$ cat src/rtl/frame_sequencer.sv
// frame_sequencer
//   Audio frame counter sequencer. It advances one step per 240 Hz tick and emits
//   quarter-frame and half-frame clocks in 4-step or 5-step mode. It also raises
//   the frame IRQ and applies delayed CPU mode writes. Each applied write pulses
//   frame_sync so that the upstream prescaler can realign.
//   Optional feature macro: FRAME_IRQ_EN. When it is defined, the frame IRQ flop
//   and its set/clear logic are built. When it is undefined, frame_irq is tied low.

module frame_sequencer #(
  parameter int WRITE_DELAY = 3
) (
  input  logic       clk,
  input  logic       reset,
  input  logic       tick_240hz,
  input  logic       cfg_we,
  input  logic       cfg_mode,
  input  logic       cfg_irq_inhibit,
  input  logic       irq_ack,
  output logic       quarter_frame,
  output logic       half_frame,
  output logic       frame_irq,
  output logic       frame_sync,
  output logic [2:0] step
);

  localparam logic [2:0] STEP_0 = 3'd0;
  localparam logic [2:0] STEP_1 = 3'd1;
  localparam logic [2:0] STEP_2 = 3'd2;
  localparam logic [2:0] STEP_3 = 3'd3;
  localparam logic [2:0] STEP_4 = 3'd4;

  localparam logic [2:0] DELAY_LOAD = 3'(WRITE_DELAY);

  logic       mode;
  logic       pend_mode;
  logic       pending;
  logic [2:0] delay_cnt;

  logic       apply;
  logic [2:0] step_next;
  logic       tick_qf;
  logic       tick_hf;
  logic       irq_set;

  // Decode the apply cycle, plus the pulses and next step that a tick at the current step would produce
  always_comb begin
    apply     = pending && (delay_cnt == 3'd1) && !cfg_we;
    step_next = STEP_0;
    tick_qf   = 1'b0;
    tick_hf   = 1'b0;
    irq_set   = 1'b0;
    if (mode) begin
      case (step)
        STEP_0: begin tick_qf = 1'b1; step_next = STEP_1; end
        STEP_1: begin tick_qf = 1'b1; tick_hf = 1'b1; step_next = STEP_2; end
        STEP_2: begin tick_qf = 1'b1; step_next = STEP_3; end
        STEP_3: begin step_next = STEP_4; end
        STEP_4: begin tick_qf = 1'b1; tick_hf = 1'b1; step_next = STEP_0; end
        default: step_next = STEP_0;
      endcase
    end else begin
      case (step)
        STEP_0: begin tick_qf = 1'b1; step_next = STEP_1; end
        STEP_1: begin tick_qf = 1'b1; tick_hf = 1'b1; step_next = STEP_2; end
        STEP_2: begin tick_qf = 1'b1; step_next = STEP_3; end
        STEP_3: begin tick_qf = 1'b1; tick_hf = 1'b1; irq_set = 1'b1; step_next = STEP_0; end
        default: step_next = STEP_0;
      endcase
    end
  end

  // Step register and registered pulses; an applying write takes priority over a tick and drops it
  always_ff @(posedge clk or posedge reset) begin
    if (reset) begin
      step          <= STEP_0;
      mode          <= 1'b0;
      quarter_frame <= 1'b0;
      half_frame    <= 1'b0;
      frame_sync    <= 1'b0;
    end else begin
      quarter_frame <= 1'b0;
      half_frame    <= 1'b0;
      frame_sync    <= 1'b0;
      if (apply) begin
        mode          <= pend_mode;
        step          <= STEP_0;
        frame_sync    <= 1'b1;
        quarter_frame <= pend_mode;
        half_frame    <= pend_mode;
      end else if (tick_240hz) begin
        step          <= step_next;
        quarter_frame <= tick_qf;
        half_frame    <= tick_hf;
      end
    end
  end

  // Hold a written mode for WRITE_DELAY cycles; a new write overwrites it and restarts the count
  always_ff @(posedge clk or posedge reset) begin
    if (reset) begin
      pend_mode <= 1'b0;
      pending   <= 1'b0;
      delay_cnt <= 3'd0;
    end else if (cfg_we) begin
      pend_mode <= cfg_mode;
      pending   <= 1'b1;
      delay_cnt <= DELAY_LOAD;
    end else if (pending) begin
      if (apply) begin
        pending   <= 1'b0;
        delay_cnt <= 3'd0;
      end else begin
        delay_cnt <= delay_cnt - 3'd1;
      end
    end
  end

`ifdef FRAME_IRQ_EN
  logic inhibit;
  logic pend_inhibit;

  // Inhibit follows the same delayed-write path as mode
  always_ff @(posedge clk or posedge reset) begin
    if (reset) begin
      pend_inhibit <= 1'b0;
      inhibit      <= 1'b0;
    end else begin
      if (cfg_we) begin
        pend_inhibit <= cfg_irq_inhibit;
      end
      if (apply) begin
        inhibit <= pend_inhibit;
      end
    end
  end

  // Frame IRQ: an inhibit write clears it at once, a step-3 tick sets it, and an ack clears it otherwise
  always_ff @(posedge clk or posedge reset) begin
    if (reset) begin
      frame_irq <= 1'b0;
    end else if (cfg_we && cfg_irq_inhibit) begin
      frame_irq <= 1'b0;
    end else if (tick_240hz && !apply && irq_set && !inhibit) begin
      frame_irq <= 1'b1;
    end else if (irq_ack) begin
      frame_irq <= 1'b0;
    end
  end
`else
  logic unused_irq_inputs;
  assign unused_irq_inputs = irq_ack ^ cfg_irq_inhibit ^ irq_set;
  assign frame_irq         = 1'b0;
`endif

endmodule
$ cat config.mk
export PLATFORM = sky130hd
export DESIGN_NAME = frame_sequencer
export DESIGN_NICKNAME = d
export VERILOG_FILES = /design/src/rtl/frame_sequencer.sv
export SDC_FILE = /design/constraint.sdc
export NUM_CORES = 1
export LEC_CHECK = 0
export CORE_AREA = 2 2 39 41
export DETAILED_ROUTE_END_ITERATION = 8
export DIE_AREA = 0 0 41 43
export MAX_ROUTING_LAYER = met4
export PLACE_DENSITY_LB_ADDON = 0.25
export SLEW_MARGIN = 15
export SYNTH_ARGS = -nofsm -noshare
export SYNTH_HDL_FRONTEND = slang
export SYNTH_SLANG_ARGS = --single-unit
$ cat constraint.sdc
create_clock -name clk -period 1.45 [get_ports clk]
set_input_delay 0.3625 -clock clk [delete_from_list [all_inputs] [get_ports clk]]
set_output_delay 0.3625 -clock clk [all_outputs]
set_load 0.01 [all_outputs]
### Word level (Yosys, flattened, before mapping)

Cells that the tools add are included.

| cells by class | value |
|---|---|
| $add $sub $neg | 1 |
| equality and inequality tests | 5 |
| multiplexer cells | 22 |
| reductions and logical operators | 10 |

Operator list:

| cell | number |
|---|---|
| $mux W3 | 6 |
| $mux W1 | 14 |
| $pmux W3 S4 | 1 |
| $reduce_or A4 Y1 | 2 |
| $eq A3 B1 Y1 const B | 2 |
| $eq A3 B2 Y1 const B | 2 |
| $pmux W2 S3 | 1 |
| $reduce_bool A2 Y1 | 2 |
| $reduce_or A2 Y1 | 2 |
| $eq A3 B3 Y1 const B | 1 |
| $logic_not A3 Y1 | 1 |
| $sub A3 B1 Y3 const B | 1 |
| $logic_and A1 B1 Y1 | 2 |
| $logic_not A1 Y1 | 1 |

| storage, ports and cells | value |
|---|---|
| register bits | 12 |
| output and inout bits | 7 |
| word-level logic and storage cells | 46 |

### Longest topological paths before layout

Gate-level depths: netlist of the first run.

| logic depth | value |
|---|---|
| depth in word-level cells | 6 |
| depth in mapped cells | 6 |
| mapped depth without buffers | 5 |

### Worst setup path after synthesis of the first run

OpenSTA, ideal clock, no wires.

| path | value |
|---|---|
| path kind | register to register |
| from | register delay_cnt[1] |
| to | register quarter_frame |
| arrival time | 1.187 ns |
| required time | 1.327 ns |
| path slack | 0.140 ns |
| stages on the path, launching flop included | 6 |
| buffers on the path | 0 |
| period minus slack after synthesis | 1.310 ns |
| path through | dfrtp_1 -> inv_1 -> ha_1 -> nor4bb_4 -> mux2i_1 -> a21oi_2 |

| on the way | value |
|---|---|
| word-level cells in the longest chain between the ends | 4 |

Ends and longest elaborated chain:

| item | line | text |
|---|---|---|
| start, declared | 37 | `logic [2:0] delay_cnt;` |
| start signal, assigned | 113 | `delay_cnt <= delay_cnt - 3'd1;` |
| $eq A3 B1 Y1 | 47 | `apply = pending && (delay_cnt == 3'd1) && !cfg_we;` |
| $logic_and A1 B1 Y1 (2 in a row) | 47 |  |
| $mux W1 | 84 | `if (apply) begin` |
| end signal, assigned | 88 | `quarter_frame <= pend_mode;` |
| end signal, assigned | 92 | `quarter_frame <= tick_qf;` |
| end, declared | 19 | `output logic quarter_frame,` |

No other way between the ends.
A chain may end at the register's enable or synchronous reset.

### Final worst setup path of the first run

| path | value |
|---|---|
| from | input port cfg_we |
| to | register half_frame |

| on the way | value |
|---|---|
| word-level cells in the longest chain between the ends | 3 |

Ends and longest elaborated chain:

| item | line | text |
|---|---|---|
| start, declared | 15 | `input logic cfg_we,` |
| $logic_not A1 Y1 | 47 |  |
| $logic_and A1 B1 Y1 | 47 |  |
| $mux W1 | 84 |  |
| end signal, assigned | 89 | `half_frame <= pend_mode;` |
| end signal, assigned | 93 | `half_frame <= tick_hf;` |
| end, declared | 20 | `output logic half_frame,` |

No other way between the ends.

==> metrics.txt, run 1 <==
post-synthesis register bit count 12; Final ANT Viol Nets 0; flop2flop setup slack roughly 0.12 ns; num ports 14; vias in the first global route 430; total net switching power 0.477 mW; Hold Path Class primary input to async pin; sw frac 33.8%; # fillers 128; Clock Path Buffers 2; Comb power frac a little over two fifths; Critical R2R Launch delay_cnt[1]$_DFFE_PP0P_; RSZ-0062 raised after global routing no; DRT Pass-1 Iters 4; Seq/Total Area, Yosys 50.8%; Peak Freq 717 MHz; outcome completed; DRC viols 0; peak supply drop ~1.0 mV; Antenna Cells 0; critical path data required time 1.62 ns; GR Util All Layers 15.3%; share of cells above drive strength 1 28.0%; Num CTS Buffers 3; Floorplan Core Area 1380 sq um; Most Used Layer, Global Route met2; cell leakage power 0.399 nW; crit path max fanout 5; Multi-input gate area approximately 270 sq um; die area 1760 sq um; Initial Util between 40 and 50%; GR Layer Usage met2 around 22%; via/cell ratio 4.90; average size of a mapped cell 10.9 sq um; FP Rows 14; Final Routed Wirelength 1030 um; H-tree levels 1; grt met1 use approximately 20%; CTS Hold Buffers Added 0; CTS tree yes; DR iter-0 viols 4; GRT overflow 0; Post-Synthesis Cells 54; Warnings, synthesis 0; CP Capture Type register; dpl hpwl between 700 and 800 um; global-route wire length before repair 1760 um; final net count 85; largest net degree at the start of global routing 13; PwrDens 1760 nW/um^2; register area 300 sq um; initial antenna violation count 0; Clock power frac 18.7%; WL/cell roughly 11 um; width of the chip ~41 um; Port Buf Inserts 10; Layout Cells excl Fill 91; Final Skew 0.000944 ns; clk_lat worst skew 0.27 ns; clock slew at reported path FFs around 0.080 ns; CTS sink count 12; Post-Route Utilization between 50% and 60%; last weighted congestion value of the routability-driven placer 0.730; pins over their slew limit 0; syn nets 63; Die H 43 um; Fin. Hold Viols 0; Worst setup startpoint cfg_we; fin crit share between 90 and 100%; met3 GRT Util 4.71%; Synth cell types 20; DP Cell Count 86; max-cap violations 0; WS Path Type primary input to register; via count between 400 and 500; synthesized cell area 591 sq um; area delta synth->final 35.6%; Int Pwr 0.932 mW; Final min period ~1.4 ns; Seq pwr share between 30% and 40%; Critical Path AT 1.57 ns; crit path launch type primary input; worst hold slack 0.390 ns; # setup viols final 0; CTS root buffer clkbuf_4
==> per-layer routing <==
layer / up-vias / part of all wire (%)
met4: 0 / 0.58
met3: 2 / 5.2
met1: 204 / 45
met2: 15 / 49
li1: 225 / -
met5: - / 0
==> area by class of cell <==
| cell class | count | area share (%) |
|---|---|---|
| inverters | 5 | 2.34 |
| well taps | 16 | 2.50 |
| multi-input cells | 35 | 33.1 |
| clock buffers | 4 | 4.53 |
| repair buffers | 19 | 20.0 |
| flip-flops and latches | 12 | 37.5 |
==> cell families after synthesis <==
logic type                 count (synthesis)  share of synthesized area [%]
and+or+nand+nor                           17                           16.9
other                                      1                          0.635
buffers and inverters                      7                           6.36
adders and majority gates                  2                           4.24
DFF                                       12                           50.8
muxes                                      6                           10.8
AOI/OAI and AO/OA                          9                           10.2
==> critical path, stage by stage <==
cell and delay (ns):
clkdlybuf4s50_1 0.46, nor4bb_4 0.41, buf_4 0.20, nand2_1 0.06, o31ai_1 0.07
==> worst paths after layout <==
check / endpoint / cells past startpoint
setup / recovery: half_frame$_DFF_PP0_ / 5
hold reg to reg: delay_cnt[1]$_DFFE_PP0P_ / 2
setup reg to reg: half_frame$_DFF_PP0_ / 6
hold / removal: frame_sync$_DFF_PP0_ / 2
max in group asynchronous: step[2]$_DFFE_PP0P_ / 2
min in group clk: delay_cnt[1]$_DFFE_PP0P_ / 2
==> synthesized netlist by cell type <==
library cell  count  area [sq um]
a22o_1            1          8.76
mux2i_1           3          30.0
o21ai_0           3          15.0
nand2b_1          2          12.5
nand2_1           4          15.0
or3b_1            1          8.76
conb_1            1          3.75
nor2_1            7          26.3
buf_4             1          7.51
dfrtp_1          12           300
ha_1              2          25.0
o31ai_1           3          22.5
a21oi_1           1          5.00
buf_6             1          11.3
a21oi_2           1          8.76
inv_1             5          18.8
nor2_2            1          6.26
mux2_2            3          33.8
nor4bb_4          1          25.0
nand4_1           1          6.26
==> cell usage in the layout (no fill, tap or decap) <==
cell             netlist  routed
nand2_1                4       4
o21ai_0                3       3
inv_2                  0       1
buf_4                  1       9
inv_1                  5       4
dlygate4sd2_1          0       6
nor2_1                 7       7
clkbuf_8               0       1
ha_4                   0       1
mux2_2                 3       3
nor4bb_4               1       1
clkbuf_4               0       3
nand4_1                1       1
o31ai_1                3       3
nand2b_1               2       2
a22o_1                 1       1
or3b_1                 1       1
dfrtp_1               12      12
nor2_2                 1       1
clkdlybuf4s50_1        0       4
a21oi_1                1       1
mux2i_1                3       3
a21oi_2                1       1
ha_1                   2       1
conb_1                 1       1
==> metrics by stage <==
stage                     setup TNS, ns  area (sq um)  power (mW)  worst slack (ns)
final                                 0           801        1.41            0.0552
after global routing                  0           801        1.54          0.000873
after CTS                             0           788        1.41            0.0585
after detailed placement          -1.46           752        1.16            -0.221
after global placement            -1.52           752        1.15            -0.225
after floorplan                       0           591       0.902             0.140
==> flip-flops by register name (all words and copies together) (netlist names) <==
register	count
quarter_frame	1
pend_mode	1
delay_cnt	3
frame_sync	1
mode	1
step	3
half_frame	1
pending	1
==> power by group through the flow <==
stage	registers, mW	logic [mW]	clock network, mW
after global placement	0.541	0.609	0
after detailed placement	0.544	0.618	0
after CTS	0.526	0.608	0.276
after global routing	0.555	0.694	0.291
final	0.533	0.613	0.264
after floorplan	0.586	0.317	0
==> timing repair <==
item                                    in CTS  in global routing
gates resized for setup                      6                  3
setup buffers                                1                  0
pin swaps                                    1                  0
endpoints found under the setup margin       9                  3
endpoints found under the hold margin        0                  0
Note: power is estimated with default switching activity, not from simulation.
==> run 2: changes to the inputs <==
--- a/config.mk
+++ b/config.mk
@@ -10,6 +10,7 @@
 export DIE_AREA = 0 0 41 43
 export MAX_ROUTING_LAYER = met4
 export PLACE_DENSITY_LB_ADDON = 0.25
+export SETUP_SLACK_MARGIN = 0.4
 export SLEW_MARGIN = 15
 export SYNTH_ARGS = -nofsm -noshare
 export SYNTH_HDL_FRONTEND = slang
==> run 2 against run 1 <==
Power is 12% higher. Largest power group unchanged. Utilization is 5.2 points higher. Register-to-register slack worse by 0.04 ns. Critical path depth stayed put. Global-route usage is 1.1 points higher.
==> metrics.txt, run 2 (same netlist as run 1, synthesis figures left out) <==
outcome completed; share of cells above drive strength 1 49.4% (+21 points); clk_lat worst skew 0.27 ns (about the same); CTS sink count 12 (unchanged); largest net degree at the start of global routing 13 (unchanged); final net count 93 (+9.4%); # setup viols final 0 (unchanged); Port Buf Inserts 10 (unchanged); Num CTS Buffers 3 (unchanged); Seq pwr share 33.1% (-4.7 points); Critical R2R Launch delay_cnt[0]$_DFFE_PP0P_; pins over their slew limit 0 (unchanged); CTS root buffer clkbuf_4; Hold Path Class primary input to async pin; Clock power frac 17.0% (-1.7 points); Critical Path AT 1.55 ns (-0.02 ns); Post-DP Area 769 sq um (+2.3%); post-route cell area 873 sq um (+9.1%); largest registers delay_cnt: 3 flops, step: 3 flops; Die H 43 um (unchanged); peak supply drop 0.789 mV (-21%); CTS Hold Buffers Added 0 (unchanged); crit path max fanout 4 (-1); dpl hpwl 746 um (+5.2%); Floorplan Core Area 1380 sq um (unchanged); worst hold slack 0.387 ns (-0.00304 ns); PwrDens 1810 nW/um^2 (+2.8%); WL/cell 11.5 um (+1.7%); total negative slack 0 ns (unchanged); Post-Route Utilization 63.1% (+5.2 points); critical path data required time 1.63 ns (about the same); CTS tree yes; CP Capture Type register; GRT overflow 0 (unchanged); Worst setup startpoint delay_cnt[0]$_DFFE_PP0P_; total power 1.58 mW (+12%); Initial Util 42.7% (unchanged); Fin. Hold Viols 0 (unchanged); commonest non-fill, non-tap cells in the layout buf_4, dfrtp_1, nor2_1; FP Rows 14 (unchanged); fin crit share 94.6% (-1.6 points); Final Skew 0.00459 ns (+0.00365 ns); Peak Freq 729 MHz (+1.7%); crit path launch type register; total net switching power 0.536 mW (+12%); max-cap violations 0 (unchanged); RSZ-0062 raised after global routing yes; via count 479 (+7.4%); sw frac 33.9% (+0.047 points); Final ANT Viol Nets 0 (unchanged); last weighted congestion value of the routability-driven placer 0.796 (+9.1%); DRT Pass-1 Iters 4 (unchanged); GR Util All Layers 16.4% (+1.1 points); global-route wire length before repair 1880 um (+6.7%); die area 1760 sq um (unchanged); most common cell after layout, fill and taps aside buf_4; Comb power frac 49.9% (+6.4 points); via/cell ratio 4.84 (-1.3%); area delta synth->final 47.9%; H-tree levels 1 (unchanged); Int Pwr 1.04 mW (+12%); Final Routed Wirelength 1140 um (+11%); width of the chip 41 um (unchanged); Final min period 1.37 ns (-0.0233 ns); num ports 14 (unchanged); initial antenna violation count 0 (unchanged); WS Path Type register to register; clock slew at reported path FFs 0.08 ns (about the same); Clock Path Buffers 2 (unchanged); Antenna Cells 0 (unchanged); DRC viols 0 (unchanged); DR iter-0 viols 13 (+9); vias in the first global route 424 (-1.4%); cell leakage power 0.439 nW (+9.8%)
[run 2: repair_timing]
action	4_1_cts	5_1_grt
buffers inserted	5	2
gates resized for setup	32	5
setup endpoints to repair	18	17
pin swaps	4	0
[run 2: worst max-delay path: stages, from the launching register on]
cell and delay [ns]:
dfrtp_1 0.41, ha_4 0.17, nor4bb_4 0.16, buf_4 0.14, or3b_1 0.34, o31ai_1 0.07
[run 2: final timing paths]
check	cells after the start	slack [ns]	end
worst max-delay path	5	0.08	step[1]$_DFFE_PP0P_
worst min-delay path	2	0.39	frame_sync$_DFF_PP0_
worst max register to register	5	0.08	step[1]$_DFFE_PP0P_
worst min register to register	2	0.53	delay_cnt[1]$_DFFE_PP0P_
max in group asynchronous	2	0.75	step[2]$_DFFE_PP0P_
min in group clk	2	0.53	delay_cnt[1]$_DFFE_PP0P_
[run 2: area by class of cell]
type | instances | area, sq um
inverters | 5 | 18.8
well taps | 16 | 20.0
multi-input cells | 35 | 288
clock buffers | 4 | 36.3
fillers | 117 | 510
flip-flops and latches | 12 | 300
repair buffers | 27 | 210
[run 2: routing by layer]
layer	part of all wire, %	GRT usage [%]	wire (um)	vias up
met5	0	-	0	-
met3	4.2	4.71	48	4
met1	46	22.6	525	225
met2	49	22.5	554	10
li1	-	-	-	240
met4	0.88	6.00	10	0
[run 2: stage by stage]
stage | std cells | setup WS, ns
3_3_place_gp | 88 | -0.204
5_1_grt | 99 | 0.00628
3_5_place_dp | 88 | -0.206
4_1_cts | 97 | 0.0849
2_1_floorplan | 54 | 0.215
6_report | 99 | 0.0785
[run 2: power by group through the flow]
stage,combinational (mW),sequential [mW],clock [mW]
after floorplan,0.319,0.586,0
after global placement,0.644,0.532,0
after detailed placement,0.651,0.537,0
after CTS,0.747,0.525,0.275
after global routing,0.877,0.538,0.303
final,0.789,0.523,0.268
==> run 3: changes to the inputs <==
==> constraint.sdc (replaced) <==
create_clock -name clk -period 1.32 [get_ports clk]
set_input_delay 0.33 -clock clk [delete_from_list [all_inputs] [get_ports clk]]
set_output_delay 0.33 -clock clk [all_outputs]
set_load 0.01 [all_outputs]
==> run 3 against run 2 <==
The flow now finishes with violations (negative setup slack). Cell area is 7.3% higher. Combinational power rose by 39%. Count of clock-buffer cells in the layout shrank 1. Via count up 0.63%. Fmax decreased by 1.5%. Wire length grew 19%. Utilization up 4.6 points. Register-to-register slack got worse by 0.15 ns. Power grew 20%. Critical path type unchanged. Largest cell class is now multi-input gates.
==> metrics.txt, run 3 (same netlist as run 1, synthesis figures left out) <==
last weighted congestion value of the routability-driven placer 0.766 (-3.7%); CTS sink count 12 (unchanged); Floorplan Core Area 1380 sq um (unchanged); largest registers delay_cnt: 3 flops, step: 3 flops; Final ANT Viol Nets 0 (unchanged); Die H 43 um (unchanged); RSZ-0062 raised after global routing yes; Final Skew 0.000115 ns (-0.00448 ns); CTS root buffer clkbuf_4; DP Cell Count 90 (+2.3%); area delta synth->final 58.7%; Antenna Cells 0 (unchanged); Seq pwr share 30.5% (-2.6 points); sw frac 37.4% (+3.5 points); global-route wire length before repair 2050 um (+9.2%); die area 1760 sq um (unchanged); Num CTS Buffers 3 (unchanged); pins over their slew limit 0 (unchanged); width of the chip 41 um (unchanged); Layout Cells excl Fill 97 (-2.0%); Critical Path AT 1.57 ns (+0.02 ns); Final min period 1.39 ns (+0.0210 ns); total negative slack -0.105 ns (-0.105 ns); largest net degree at the start of global routing 13 (unchanged); crit path max fanout 6 (+2); initial antenna violation count 0 (unchanged); Post-DP Area 797 sq um (+3.6%); FP Rows 14 (unchanged); via/cell ratio 4.97 (+2.7%); Fin. Hold Viols 0 (unchanged); most common cell after layout, fill and taps aside dfrtp_1; Peak Freq 718 MHz (-1.5%); CP Capture Type register; via count 482 (+0.63%); outcome finished, violations left; Hold Path Class primary input to async pin; clk_lat worst skew 0.26 ns (about the same); final setup margin -0.0725 ns (-0.151 ns); dpl hpwl 781 um (+4.6%); WS Path Type register to register; # setup viols final 3 (+3); Int Pwr 1.19 mW (+14%); H-tree levels 1 (unchanged); critical path data required time 1.50 ns (-0.13 ns); Comb power frac 57.9% (+8.0 points); WL/cell 14.0 um (+22%); clock slew at reported path FFs 0.07 ns (about the same); Clock Path Buffers 2 (unchanged); post-route cell area 937 sq um (+7.3%); DRT Pass-1 Iters 4 (unchanged); fin crit share 105% (+11 points); Clock power frac 11.6% (-5.4 points); Port Buf Inserts 10 (unchanged); CTS tree yes; cell leakage power 0.444 nW (+1.3%); peak supply drop 1.04 mV (+32%); DRC viols 0 (unchanged); max-cap violations 0 (unchanged); Final Routed Wirelength 1360 um (+19%); CTS Hold Buffers Added 0 (unchanged); vias in the first global route 446 (+5.2%); Worst path slowest cell dfrtp_1; PwrDens 2020 nW/um^2 (+12%); commonest non-fill, non-tap cells in the layout dfrtp_1, buf_4, buf_2; crit path launch type register; Initial Util 42.7% (unchanged); Post-Route Utilization 67.7% (+4.6 points); DR iter-0 viols 2 (-11); GRT overflow 0 (unchanged); worst-path cell chain ha_4 -> nor4bb_4 -> buf_6 -> or3b_4 -> o31ai_4; pre-CTS setup slack -0.319 ns (-0.114 ns); Slowest Stage Delay on Critical Path 0.41 ns (about the same); num ports 14 (unchanged); GR Util All Layers 18.1% (+1.7 points); total net switching power 0.710 mW (+33%); share of cells above drive strength 1 54.3% (+4.9 points); failing checks negative setup slack; final net count 92 (-1.1%)
## run 3: final timing paths
check                                         start                  endpoint  slack (ns)  cells after the start
setup / recovery           delay_cnt[0]$_DFFE_PP0P_       step[1]$_DFFE_PP0P_       -0.07                      5
max in group asynchronous                     reset       step[2]$_DFFE_PP0P_        0.82                      3
hold / removal                                reset      half_frame$_DFF_PP0_        0.35                      3
min in group clk           delay_cnt[1]$_DFFE_PP0P_  delay_cnt[1]$_DFFE_PP0P_        0.51                      2
setup reg to reg           delay_cnt[0]$_DFFE_PP0P_       step[1]$_DFFE_PP0P_       -0.07                      5
hold reg to reg            delay_cnt[1]$_DFFE_PP0P_  delay_cnt[1]$_DFFE_PP0P_        0.51                      2
## run 3: what timing repair did
item / in CTS / in global routing
resized for setup: 46 / 7
buffers inserted: 3 / 1
pin swaps: 3 / 1
setup endpoints to repair: 18 / 18
gates cloned: 0 / 0
## run 3: power groups by stage
stage          logic (mW)  clock network (mW)  registers (mW)
6_report             1.10               0.220           0.579
3_3_place_gp        0.777                   0           0.572
5_1_grt              1.19               0.243           0.595
4_1_cts             0.955               0.235           0.578
3_5_place_dp        0.794                   0           0.578
2_1_floorplan       0.350                   0           0.644
## run 3: area by class of cell
| cell class | instances | area, sq um |
|---|---|---|
| clock buffers | 3 | 22.5 |
| fillers | 105 | 447 |
| inverters | 5 | 18.8 |
| multi-input cells | 35 | 358 |
| flip-flops and latches | 12 | 300 |
| well taps | 16 | 20.0 |
| repair buffers | 26 | 218 |
## run 3: metrics by stage
stage	hold slack (ns)	total power [mW]
finish	0.347	1.90
global route	0.379	2.03
CTS	0.342	1.77
detailed placement	0.494	1.37
global placement	0.488	1.35
floorplan	0.195	0.994
## run 3: critical path, delay by kind of cell, from the launching register on
kind | cells | cell delay, ns
simple gates | 2 | 0.52
flops | 1 | 0.41
fa+ha+maj | 1 | 0.17
buf+inv | 1 | 0.14
compound gates | 1 | 0.06
## run 3: routing by layer
metal	part of all wire (%)	wire (um)	track usage (%)	vias up
li1	-	-	-	238
met1	45	605	26.9	226
met2	50	682	24.4	16
met3	4.4	60	4.71	2
met4	0.59	8	4.00	0
met5	0	0	-	-
